### src/rtl/neuron_sequencer.sv
// Feeds one layer's neurons through the shared 8-input saturating adder: collects
// eight products per neuron, pairs them with the stored bias, applies optional ReLU.
module neuron_sequencer #(
   parameter int NUM_IN      = 8,
   parameter int DATA_W      = 8,
   parameter int MAX_NEURONS = 16,
   parameter int NIDX_W      = 4
) (
   input  logic                     clk,
   input  logic                     rst,
   input  logic                     cfg_we,
   input  logic [NIDX_W-1:0]        cfg_addr,
   input  logic [DATA_W-1:0]        cfg_bias,
   input  logic                     start,
   input  logic [NIDX_W:0]          num_neurons,
   input  logic                     relu_en,
   output logic                     busy,
   output logic                     done,
   input  logic                     in_valid,
   output logic                     in_ready,
   input  logic [DATA_W-1:0]        in_data,
   output logic [NUM_IN*DATA_W-1:0] add_vec,
   output logic [DATA_W-1:0]        add_bias,
   input  logic [DATA_W-1:0]        add_result,
   output logic                     out_valid,
   input  logic                     out_ready,
   output logic [DATA_W-1:0]        out_data,
   output logic [NIDX_W-1:0]        out_idx
);

   localparam int SLOT_W = $clog2(NUM_IN);
   localparam logic [NIDX_W:0]   MAX_CNT   = (NIDX_W+1)'(MAX_NEURONS);
   localparam logic [SLOT_W-1:0] SLOT_LAST = SLOT_W'(NUM_IN-1);

   typedef enum logic [1:0] {IDLE, LOAD, EVAL, OUT} state_t;

   state_t                    state_r;
   state_t                    state_s;
   logic [DATA_W-1:0]         bias_r [MAX_NEURONS];
   logic [NIDX_W:0]           count_r;
   logic                      relu_r;
   logic [NIDX_W-1:0]         idx_r;
   logic [SLOT_W-1:0]         slot_cnt_r;
   logic                      in_ready_r;
   logic                      busy_r;
   logic                      done_r;
   logic                      out_valid_r;
   logic [DATA_W-1:0]         out_data_r;
   logic [NIDX_W-1:0]         out_idx_r;
   logic [NUM_IN*DATA_W-1:0]  add_vec_r;
   logic [DATA_W-1:0]         add_bias_r;

   logic                      start_acc_s;
   logic                      beat_s;
   logic                      slot_last_s;
   logic                      last_s;
   logic                      bias_we_s;
   logic [NIDX_W:0]           cnt_s;

   // A start in the done cycle is dropped so back-to-back layers need one idle cycle.
   assign start_acc_s = (state_r == IDLE) && start && (num_neurons != {(NIDX_W+1){1'b0}}) && !done_r;
   assign beat_s      = in_valid && in_ready_r;
   assign slot_last_s = (slot_cnt_r == SLOT_LAST);
   assign last_s      = ({1'b0, idx_r} == (count_r - {{NIDX_W{1'b0}}, 1'b1}));
   assign bias_we_s   = cfg_we && (state_r == IDLE) && !start_acc_s;
   assign cnt_s       = (num_neurons > MAX_CNT) ? MAX_CNT : num_neurons;

   // Next-state decode.
   always_comb begin
      state_s = state_r;
      case (state_r)
         IDLE: begin
            if (start_acc_s) state_s = LOAD;
            else             state_s = IDLE;
         end
         LOAD: begin
            if (beat_s && slot_last_s) state_s = EVAL;
            else                       state_s = LOAD;
         end
         EVAL: state_s = OUT;
         OUT: begin
            if (out_ready) begin
               if (last_s) state_s = IDLE;
               else        state_s = LOAD;
            end else begin
               state_s = OUT;
            end
         end
         default: state_s = IDLE;
      endcase
   end

   // State register.
   always_ff @(posedge clk) begin
      if (rst) state_r <= IDLE;
      else     state_r <= state_s;
   end

   // Datapath, handshake outputs and bias file.
   always_ff @(posedge clk) begin
      if (rst) begin
         count_r     <= {(NIDX_W+1){1'b0}};
         relu_r      <= 1'b0;
         idx_r       <= {NIDX_W{1'b0}};
         slot_cnt_r  <= {SLOT_W{1'b0}};
         in_ready_r  <= 1'b0;
         busy_r      <= 1'b0;
         done_r      <= 1'b0;
         out_valid_r <= 1'b0;
         out_data_r  <= {DATA_W{1'b0}};
         out_idx_r   <= {NIDX_W{1'b0}};
         add_vec_r   <= {(NUM_IN*DATA_W){1'b0}};
         add_bias_r  <= {DATA_W{1'b0}};
         for (int i = 0; i < MAX_NEURONS; i++) bias_r[i] <= {DATA_W{1'b0}};
      end else begin
         in_ready_r <= (state_s == LOAD);
         busy_r     <= (state_s != IDLE);
         done_r     <= (state_r == OUT) && out_ready && last_s;
         if (start_acc_s) begin
            count_r    <= cnt_s;
            relu_r     <= relu_en;
            idx_r      <= {NIDX_W{1'b0}};
            slot_cnt_r <= {SLOT_W{1'b0}};
         end else if (beat_s) begin
            add_vec_r[slot_cnt_r*DATA_W +: DATA_W] <= in_data;
            if (slot_last_s) begin
               slot_cnt_r <= {SLOT_W{1'b0}};
               add_bias_r <= bias_r[idx_r];
            end else begin
               slot_cnt_r <= slot_cnt_r + {{(SLOT_W-1){1'b0}}, 1'b1};
            end
         end else if (state_r == EVAL) begin
            out_data_r  <= (relu_r && add_result[DATA_W-1]) ? {DATA_W{1'b0}} : add_result;
            out_idx_r   <= idx_r;
            out_valid_r <= 1'b1;
         end else if ((state_r == OUT) && out_ready) begin
            out_valid_r <= 1'b0;
            if (!last_s) idx_r <= idx_r + {{(NIDX_W-1){1'b0}}, 1'b1};
         end
         if (bias_we_s) bias_r[cfg_addr] <= cfg_bias;
      end
   end

   assign in_ready  = in_ready_r;
   assign busy      = busy_r;
   assign done      = done_r;
   assign out_valid = out_valid_r;
   assign out_data  = out_data_r;
   assign out_idx   = out_idx_r;
   assign add_vec   = add_vec_r;
   assign add_bias  = add_bias_r;

endmodule

### config.mk
export PLATFORM = sky130hd
export DESIGN_NAME = neuron_sequencer
export DESIGN_NICKNAME = d
export VERILOG_FILES = /design/src/rtl/neuron_sequencer.sv
export SDC_FILE = /design/constraint.sdc
export NUM_CORES = 1
export LEC_CHECK = 0
export BUFFER_PORTS_ARGS = -buffer_cell sky130_fd_sc_hd__buf_2
export CORE_UTILIZATION = 40
export CTS_CLUSTER_DIAMETER = 30
export DETAILED_ROUTE_END_ITERATION = 7
export PLACE_DENSITY_LB_ADDON = 0.1
export SYNTH_ARGS = -nofsm -noshare
export SYNTH_HDL_FRONTEND = slang
export SYNTH_SLANG_ARGS = --single-unit
### constraint.sdc
create_clock -name clk -period 3.45 [get_ports clk]
set_input_delay 0.345 -clock clk [delete_from_list [all_inputs] [get_ports clk]]
set_output_delay 0.345 -clock clk [all_outputs]
set_load 0.05 [all_outputs]
==> run summary <==
The routability congestion estimate is slightly above 0.8. The run finished with clean final reports. The total area of multi-input combinational cells came out at ~0.0036 mm². The worst hold path stage count is 3.

Using the TritonRoute via totals, the vias-per-cell ratio works out to about 5.3. The worst hold path begins at relu_en. The DRC violation count after routing came out at 0. The detailed router's first-iteration violation count is 599. Setup violations remaining at the end of the flow were counted as 0. The number of pins with negative max-slew slack in the final report is 0. The required time of the worst setup path is 3.88 ns.

Counting flops and latches in the post-synthesis netlist gives around 230. The area of the core region is 0.02375 mm². The first detailed-routing pass ran for 5 iterations. The routed layout has 7460 vias. The distinct cell type count of the synthesized netlist is 54. At the pin with the least slew margin, the transition time is about 0.91 ns.

The library cells used most frequently in the layout, excluding fill and tap cells, are sky130_fd_sc_hd__nor2_1 (167), sky130_fd_sc_hd__edfxtp_1 (128), sky130_fd_sc_hd__buf_2 (127), sky130_fd_sc_hd__nand2_1 (126), sky130_fd_sc_hd__dfxtp_1 (101). In this run the worst path has a maximum fanout of 16. The average cell area after synthesis came out at 10.99 µm². The total global routing track utilization came out at 0.2218. Internal power comes to ~0.0065 W.

The number of fill cells in the layout is 2131. Dividing the final minimum period by the clock period gives 0.7508. The sum of negative setup slack came out at 0 ns. The least setup slack across all paths after layout came out at 0.8597 ns. At the end of the flow the core is filled with cells to 0.5352. The half-perimeter wire length after detailed placement came out at between 15000 and 20000 µm. The share of total power dissipated in the clock network is 0.600. Sorting the synthesized cells by area gives the leading types as sky130_fd_sc_hd__edfxtp_1 (39%), sky130_fd_sc_hd__dfxtp_1 (21%), sky130_fd_sc_hd__mux4_2 (7.3%). The type of the most critical hold path is input port to flop. The worst setup path is launched from a flop. The area overhead of the layout relative to synthesis came out at 29.37%. For this run, the register share of the synthesized area comes to 0.6010.

The clock passes through at most 3 buffers. The height of the die is 158.7 µm. The share of total power in combinational logic came out at 0.039. The mapped netlist covers 0.009827 mm².

The critical path start-end classification is flop to flop. In the synthesized netlist the dominant register cell turns out to be sky130_fd_sc_hd__edfxtp_1. The parity-gate share of the synthesized area counting xor and xnor cells came out at 0.004456. The initial core utilization came out at 0.4137. The I/O pin total is 128. The final clock skew came out at 0.01187 ns. The global route total overflow came out at 0.

The clock network latency to the later pin of the worst-skew pair is ~0.54 ns. The port buffer count is about 130. The finished cells cover 0.01271 mm². During synthesis, Yosys emitted a total of 0 warnings. Clock-pin slew was measured on the worst setup and hold paths at 0.05 ns. Counting cells, the worst reg-to-reg path comes to 6. In this run the critical register-to-register path is launched from slot_cnt_r[1]$_SDFFE_PP0P_.

Tracing the worst setup path back leads to its startpoint at slot_cnt_r[1]$_SDFFE_PP0P_. The minimum clock period is 2.590 ns. Leaving out fill and tap cells, the most frequent cell in the layout is sky130_fd_sc_hd__nor2_1.

In this run the power density over the cells is between 600 and 700 mW/mm². The worst relative slew slack came out at 0.3921. The number of nets handed over by synthesis was 940. In this run the post-CTS setup repair buffer count came out at 0. The deepest level of the CTS H-tree came out at 2. The post-synthesis adder-cell area fraction is 0.007639. The area share of and/or/nand/nor cells after synthesis is 0.1841. The maximum clock frequency is 386.1 MHz. The quantity of gates resized following cts came out at 0. The routed wire length came out at 27870 µm.

The first global-routing pass estimated 42690 µm of wire. The fraction of power consumed by sequential logic is 0.361. The number of hold-slack violations in the final timing report is 0.

Of the total power, the share spent switching nets is 0.2177. The post-placement cell count is around 1300. The CTS buffer count is 54. The largest net degree at the start of global routing came out at 85. The fraction of synthesized cell area taken by the top area cell type came out at 0.3911. The number of global-route vias before repair is 7275.

The total inserted antenna cells is 0. For this run, the number of standard cells in the final layout without fillers is about 1400. At the worst endpoint, the arrival time is roughly 3 ns. The number of sinks handled by clock tree synthesis came out at approximately 230. The TritonCTS clock tree is done.

The number of nets in the layout is 1099. The post-synthesis instance total came out at 894. In this run the static leakage power is 4.782 nW. The cell area after placement came out at about 0.011 mm².

For this run, asynchronously set or reset flops after synthesis account for 0. The count of standard-cell rows came out at 56. By area, the combinational part of the netlist is dominated by simple AND/OR/NAND/NOR gates. The number of antenna violations at the first check in global routing is 0. The fraction of final layout cells sized beyond drive strength 1 is 0.2705. The mean routed wirelength per cell is 19.66 µm. The final antenna-violating net count came out at 0.

The post-placement worst setup slack is roughly 0.49 ns. The biggest area contributor in the post-synthesis netlist is sky130_fd_sc_hd__edfxtp_1. The complex-gate fraction of the synthesized area came out at 0.07474. The horizontal extent of the die came out at about 160 µm. The synthesized design contains approximately 130 enable-type register cells. The proportion of synthesized area in mux cells is 0.09880. The net switching power figure is 0.001809 W. The root buffer cell is sky130_fd_sc_hd__clkbuf_16. Setup repair after global routing left no endpoint under its margin.

STA classifies the critical path endpoint as a flop. The tool flagged a number of max-cap violations equal to 0. In this run, post-CTS hold repair placed 0 buffers.

VDD sags by at most roughly 0.00053 V. The die covers 0.02520 mm². The storage element area is 0.005908 mm².
[critical path, cell delays in order (launching register included)]
cell	delay (ns)
sky130_fd_sc_hd__dfxtp_1	0.40
sky130_fd_sc_hd__inv_1	0.06
sky130_fd_sc_hd__ha_1	0.18
sky130_fd_sc_hd__ha_1	0.55
sky130_fd_sc_hd__nand2b_1	0.21
sky130_fd_sc_hd__or4_1	0.73
sky130_fd_sc_hd__a31o_2	0.35
[cell families after synthesis]
group | count (synthesis)
AOI/OAI and AO/OA | 120
xor gates and xnor gates | 5
adders and majority gates | 6
buffers and inverters | 71
DFF | 231
muxes | 57
and+or+nand+nor | 404
[Yosys cell counts, types with 3 or more instances]
library cell,instances
sky130_fd_sc_hd__nand4_1,5
sky130_fd_sc_hd__edfxtp_1,128
sky130_fd_sc_hd__xor2_1,4
sky130_fd_sc_hd__buf_2,5
sky130_fd_sc_hd__dfxtp_1,103
sky130_fd_sc_hd__buf_1,8
sky130_fd_sc_hd__a31o_2,4
sky130_fd_sc_hd__a21oi_1,56
sky130_fd_sc_hd__clkbuf_1,46
sky130_fd_sc_hd__o31ai_1,11
sky130_fd_sc_hd__and2_1,3
sky130_fd_sc_hd__nor2_1,167
sky130_fd_sc_hd__inv_1,9
sky130_fd_sc_hd__nor2b_1,5
sky130_fd_sc_hd__nand3_1,43
sky130_fd_sc_hd__or3_1,9
sky130_fd_sc_hd__mux4_2,32
sky130_fd_sc_hd__a22oi_1,17
sky130_fd_sc_hd__and3_1,7
sky130_fd_sc_hd__ha_1,6
sky130_fd_sc_hd__nor3_1,7
sky130_fd_sc_hd__nand2_1,126
sky130_fd_sc_hd__mux2i_1,25
sky130_fd_sc_hd__nand2b_1,12
sky130_fd_sc_hd__o21ai_0,18
[power groups by stage]
stage	logic (W)	clock network, W	registers, W
finish	0.000324	0.00498	0.00300
global route	0.000347	0.00519	0.00300
CTS	0.000323	0.00505	0.00300
detailed placement	0.000322	0	0.00305
global placement	0.000322	0	0.00305
floorplan	0.000166	0	0.00305
[metal layers]
metal  global-route usage  vias up  part of all wire
li1                     -     3537                 -
met1               0.2944     3567              0.44
met2               0.3531      286              0.46
met3              0.04650       70             0.066
met4              0.08914        0             0.031
met5                    0        -                 0
[final cells by class]
cell class / instances / area share
flip-flops and latches: 231 / 0.4647
multi-input cells: 592 / 0.2858
clock buffers: 71 / 0.1161
repair buffers: 164 / 0.07283
well taps: 319 / 0.03139
clock inverters: 30 / 0.02618
inverters: 10 / 0.002952
[worst paths after layout]
path	to	slack, ns
max	add_vec[30]$_SDFFE_PP0P_	0.86
min	relu_r$_SDFFE_PP0P_	0.05
max reg2reg	add_vec[30]$_SDFFE_PP0P_	0.86
min reg2reg	add_vec[42]$_SDFFE_PP0P_	0.45
[through the flow]
step | power, W | hold WS (ns)
after floorplan | 0.003219 | 0.4444
after detailed placement | 0.003371 | 0.4435
after global routing | 0.008544 | 0.04790
after global placement | 0.003372 | 0.4359
final | 0.008309 | 0.05142
after CTS | 0.008370 | 0.02952
[state kept, by name, indices dropped and copies added, names as in the netlist, 2 cells and up]
signal and count:
add_bias 8, add_vec 64, bias_r 128, count_r 5
idx_r 4, out_data 8, out_idx 4, slot_cnt_r 3
state_r 2
Note: power is estimated with default switching activity, not from simulation.
